===== src/rtl/mdm_pkg.sv =====
// mdm_pkg: shared types for the metadata adder scheduler
package mdm_pkg;
  typedef enum logic [1:0] {IDLE = 2'd0, ACTIVE = 2'd1, DRAIN = 2'd2} sched_state_e;
endpackage


===== src/rtl/rr_arbiter.sv =====
// rr_arbiter: round-robin pick of the first request after the last grant
module rr_arbiter #(
  parameter  int NREQ = 4,
  localparam int IDW  = $clog2(NREQ)
) (
  input  logic [NREQ-1:0] i_req,
  input  logic [IDW-1:0]  i_last,
  input  logic            i_en,
  output logic [NREQ-1:0] o_grant,
  output logic [IDW-1:0]  o_id
);
  logic [IDW-1:0] w_idx;
  always_comb begin
    o_grant = '0;
    o_id    = '0;
    w_idx   = '0;
    // descending scan so the nearest requester after i_last wins
    for (int k = NREQ; k >= 1; k--) begin
      w_idx = IDW'((int'(i_last) + k) % NREQ);
      if (i_en && i_req[w_idx]) begin
        o_grant        = '0;
        o_grant[w_idx] = 1'b1;
        o_id           = w_idx;
      end
    end
  end
endmodule


===== src/rtl/adder_rr_sched.sv =====
// adder_rr_sched: round-robin shared sum/magnitude pipeline with credit-limited output FIFO
module adder_rr_sched import mdm_pkg::*; #(
  parameter  int NREQ      = 4,
  parameter  int WWIDTH    = 32,
  parameter  int OUT_DEPTH = 4,
  localparam int IDW       = $clog2(NREQ)
) (
  input  logic                     i_clk,
  input  logic                     i_rst_n,
  input  logic                     i_en,
  input  logic [NREQ-1:0]          i_req_valid,
  output logic [NREQ-1:0]          o_req_ready,
  input  logic [NREQ*WWIDTH-1:0]   i_req_mid,
  input  logic [NREQ*WWIDTH-1:0]   i_req_bits,
  output logic                     o_rsp_valid,
  input  logic                     i_rsp_ready,
  output logic [IDW-1:0]           o_rsp_id,
  output logic [WWIDTH-1:0]        o_rsp_mag,
  output logic                     o_rsp_sign,
  output logic                     o_idle
);
  localparam int AW = $clog2(OUT_DEPTH);
  localparam int CW = $clog2(OUT_DEPTH + 1);

  sched_state_e      r_state, w_state_nxt;
  logic [IDW-1:0]    r_last, w_id;
  logic [CW-1:0]     r_out, w_out_nxt, r_cnt;
  logic              r_s1_v;
  logic [WWIDTH-1:0] r_s1_sum, w_sum, w_mag;
  logic [IDW-1:0]    r_s1_id;
  logic              w_sign, w_acc, w_pop, w_gnt_en;
  logic [WWIDTH-1:0] w_mid [NREQ];
  logic [WWIDTH-1:0] w_bits [NREQ];
  logic [WWIDTH-1:0] r_mag [OUT_DEPTH];
  logic              r_sign [OUT_DEPTH];
  logic [IDW-1:0]    r_id [OUT_DEPTH];
  logic [AW-1:0]     r_wp, r_rp;

  for (genvar g = 0; g < NREQ; g++) begin : g_unpack
    assign w_mid[g]  = i_req_mid[g*WWIDTH +: WWIDTH];
    assign w_bits[g] = i_req_bits[g*WWIDTH +: WWIDTH];
  end

  // credits use the registered count only, so a pop never frees a slot in the same cycle
  assign w_gnt_en = (r_state == ACTIVE) && i_en && (r_out < CW'(OUT_DEPTH));

  rr_arbiter #(.NREQ(NREQ)) u_arb (
    .i_req   (i_req_valid),
    .i_last  (r_last),
    .i_en    (w_gnt_en),
    .o_grant (o_req_ready),
    .o_id    (w_id)
  );

  assign w_acc       = |o_req_ready;
  assign o_rsp_valid = (r_cnt != '0);
  assign w_pop       = o_rsp_valid && i_rsp_ready;
  assign w_out_nxt   = r_out + CW'(w_acc) - CW'(w_pop);
  assign w_sum       = w_mid[w_id] + w_bits[w_id];
  assign w_sign      = r_s1_sum[WWIDTH-1];
  assign w_mag       = w_sign ? (~r_s1_sum + WWIDTH'(1)) : r_s1_sum;
  assign o_rsp_id    = o_rsp_valid ? r_id[r_rp]   : '0;
  assign o_rsp_mag   = o_rsp_valid ? r_mag[r_rp]  : '0;
  assign o_rsp_sign  = o_rsp_valid ? r_sign[r_rp] : 1'b0;
  assign o_idle      = (r_state == IDLE) && (r_out == '0);

  always_comb begin
    w_state_nxt = i_en ? ACTIVE :
                  (r_state == ACTIVE) ? DRAIN :
                  (r_state == DRAIN && w_out_nxt != '0) ? DRAIN : IDLE;
  end

  always_ff @(posedge i_clk or negedge i_rst_n) begin
    if (!i_rst_n) begin
      r_state  <= IDLE;
      r_last   <= IDW'(NREQ - 1);
      r_out    <= '0;
      r_s1_v   <= 1'b0;
      r_s1_sum <= '0;
      r_s1_id  <= '0;
      r_wp     <= '0;
      r_rp     <= '0;
      r_cnt    <= '0;
    end else begin
      r_state  <= w_state_nxt;
      r_out    <= w_out_nxt;
      r_s1_v   <= w_acc;
      r_s1_sum <= w_sum;
      r_s1_id  <= w_id;
      r_cnt    <= r_cnt + CW'(r_s1_v) - CW'(w_pop);
      if (w_acc) r_last <= w_id;
      if (r_s1_v) r_wp <= r_wp + AW'(1);
      if (w_pop) r_rp <= r_rp + AW'(1);
    end
  end

  // second pipeline stage writes straight into the FIFO; storage needs no reset
  always_ff @(posedge i_clk) begin
    if (r_s1_v) begin
      r_mag[r_wp]  <= w_mag;
      r_sign[r_wp] <= w_sign;
      r_id[r_wp]   <= r_s1_id;
    end
  end
endmodule


===== config.mk =====
export PLATFORM = sky130hd
export DESIGN_NAME = adder_rr_sched
export DESIGN_NICKNAME = d
export VERILOG_FILES = /design/src/rtl/mdm_pkg.sv /design/src/rtl/rr_arbiter.sv /design/src/rtl/adder_rr_sched.sv
export SDC_FILE = /design/constraint.sdc
export NUM_CORES = 1
export LEC_CHECK = 0
export ABC_AREA = 0
export CAP_MARGIN = 20
export CORE_MARGIN = 1.5
export CORE_UTILIZATION = 30
export CTS_BUF_LIST = sky130_fd_sc_hd__clkbuf_4
export CTS_CLUSTER_DIAMETER = 60
export DETAILED_ROUTE_END_ITERATION = 8
export HOLD_SLACK_MARGIN = 0.03
export PLACE_DENSITY = 0.62
export SLEW_MARGIN = 20
export SYNTH_ARGS = -nofsm -noshare
export SYNTH_HDL_FRONTEND = slang
export SYNTH_HIERARCHICAL = 1
export SYNTH_SLANG_ARGS = --single-unit

===== constraint.sdc =====
create_clock -name i_clk -period 5.4 [get_ports i_clk]
set_clock_uncertainty 0.15 [all_clocks]
set_input_delay 0.81 -clock i_clk [delete_from_list [all_inputs] [get_ports i_clk]]
set_output_delay 0.81 -clock i_clk [all_outputs]
set_load 0.03 [all_outputs]

==> results.cfg <==
[global_routing]
grt-ovfl-total = 0
antenna_found_initial = 1
grt_pass1_wl_um = 47200
grt_util_all_layers = 0.156
grt_max_degree = 50
grt_pass1_vias = 8884

[detailed_routing]
antenna_left = 0
drt-total-wl_um = 30200
drt_pre_antenna_iters = 6
drt_iter0_markers = 418
viasPerCell = 4.79
route.detailed.wl_per_inst_um = 17.3
vias = 8376
drc_errors = 0

[sta]
final_max_slew_viol_count = 0
worstMarginPinSlew_ns = 0.897
hold_viol = 0
slew_headroom = 0.402
finalCritPeriodShare = 0.935
rsz0062_at_grt = no
setup_viol = 0
max_freq_mhz = 198
fin_ws_ns = 0.353
min_period_ns = 5.05

[clocking]
cts_root_buffer = clkbuf_4
cts_resized = 0
clkLatencyLatePin_ns = 0.58
cts_hold_buffers = 0
clock-sinks = 189
clk_pin_slew_ns = 0.16
htreeDepth = 4
cts_setup_buffers = 0
cts_buffers = 17
cts.path.max_buffers = 2
cts_tree = built

[die]
chipWidth_um = 198
fp.coreArea_um2 = 37500
dieHeight_um = 198
dieArea_um2 = 39100
io_pins = 305
start_util = 0.303
placementRows = 71

[synthesis]
synth_flop_cell = edfxtp_1
synth-edff-count = 140
syn-cell-area_um2 = 11400
yosysWarnings = 6
syn_nets = 1147
ys_types = 72
postSynthAreaPerCell_um2 = 13.6
syn_inst = 836
synthArstFlopShare = 0.259
seq_area_frac_synth = 0.478
synth_seq_cells = 189

[status]
status = complete, no violations

[power_and_ir_drop]
ir_worst_vdd_v = 0.000157
leakagePower_uw = 0.00571
power_density_nw_per_um2 = 480

[setup_path]
cp-start-kind = register
max_stage_delay_ns = 0.56
path_class = reg -> reg
worstPathMaxFanout = 22
path_buf_inv = 4
crit_family = simple AND/OR/NAND/NOR gates
endpoint_kind = register
cpMaxStageDelayCell = dfstp_2
crit_chain = inv_1 > ha_1 > inv_1 > nor2_1 > o21ai_0 > o21a_1 > o32ai_4 > buf_12 > buf_12 > mux4_2 > ha_1 > nand4_1 > or3_1 > nor3_1 > nor3_2 > o2111ai_1 > or4b_1
arrival_ns = 5.37
worstPathRequired_ns = 5.72
regToRegSetupSlack_ns = 0.35

[finish]
areaGrowthSynthToFinish_pct = 41.2
drive_gt1_frac = 0.219
utilization = 0.428
nNetsFinal = 1533

[run]
max_cap_violations = 0

[place]
place.gp.congestion = 0.837
place_worst_setup_slack_ns = -0.133
dp_hpwl_um = 24600
numPortBuffers = 304

[hold_path]
holdCritPathClass = in -> async
[state kept, by name, indices dropped and copies added (netlist names), 3 cells and up]
register / flops
r_cnt: 3
r_id: 8
r_mag: 128
r_out: 3
r_s1_sum: 32
r_sign: 4
[kinds of logic after synthesis]
logic type / after synthesis / synth area share
flops: 189 / 0.478
fa+ha+maj: 47 / 0.0537
buf+inv: 75 / 0.0270
xor+xnor: 65 / 0.0501
mux: 110 / 0.206
simple gates: 198 / 0.0934
compound gates: 152 / 0.0923
[synthesized netlist by cell type (all sizes together), types with 12 or more instances]
cell,number,share of area
xor2,13,0.010
inv,25,0.0083
xnor2,52,0.040
mux4,98,0.19
clkbuf,32,0.011
o21ai,34,0.015
nor3,12,0.0053
ha,44,0.048
buf,18,0.0081
a21oi,43,0.019
nand2,48,0.016
and2,41,0.023
dfrtp,47,0.10
edfxtp,140,0.37
nor2,37,0.012
[layer usage]
layer,GRT usage,vias to the layer above,wire length (um)
li1,-,4057,-
met1,0.198,4051,13200
met2,0.280,249,15400
met3,0.0251,19,1350
met4,0.0359,0,279
met5,0,-,0
[area by class of cell]
cell class	instances	area (um^2)
Fill cell	3517	21400
Multi-Input combinational cell	572	5660
Sequential cell	189	5440
Timing Repair Buffer	417	3940
Tap cell	511	639
Clock inverter	15	155
Clock buffer	17	128
Inverter	25	93.8
Antenna cell	1	2.50
[placed cells by master, fill, tap and decap left out, types with 10 or more instances in the layout]
| cell | n |
|---|---|
| dfrtp_1 | 45 |
| nor3_1 | 11 |
| clkbuf_4 | 17 |
| nand2_1 | 48 |
| buf_4 | 109 |
| xnor2_1 | 52 |
| ha_1 | 44 |
| a21oi_1 | 42 |
| edfxtp_1 | 140 |
| xor2_1 | 13 |
| inv_1 | 24 |
| clkdlybuf4s50_1 | 303 |
| and2_1 | 41 |
| o21ai_0 | 27 |
| nor2_1 | 37 |
| a21o_1 | 10 |
| mux4_2 | 98 |
[worst paths after layout]
path,cells after the start,start,endpoint
worst max-delay path,17,r_last[1],r_s1_sum[26]
worst min-delay path,2,i_rst_n,r_s1_id[1]
worst max register to register,17,r_last[1],r_s1_sum[26]
worst min register to register,1,r_cnt[2],r_cnt[2]
max in group asynchronous,2,i_rst_n,r_rp[0]
min in group i_clk,1,r_cnt[2],r_cnt[2]
[through the flow]
step                power (uW)  hold WS [ns]  instances  setup TNS (ns)  instance area, um^2
detailed placement        7070         0.322       1714          -0.583                15800
floorplan                 5280         0.289        836               0                11400
global placement          6990         0.303       1714          -0.191                15800
global route              8270         0.173       1747               0                16000
finish                    7710         0.167       1747               0                16000
CTS                       7830         0.136       1746               0                16000
[power by group]
part / switching, uW / internal (uW)
logic: 2260 / 2110
clock network: 502 / 245
registers: 306 / 2290
No activity file was read; power rests on OpenSTA's default activity.
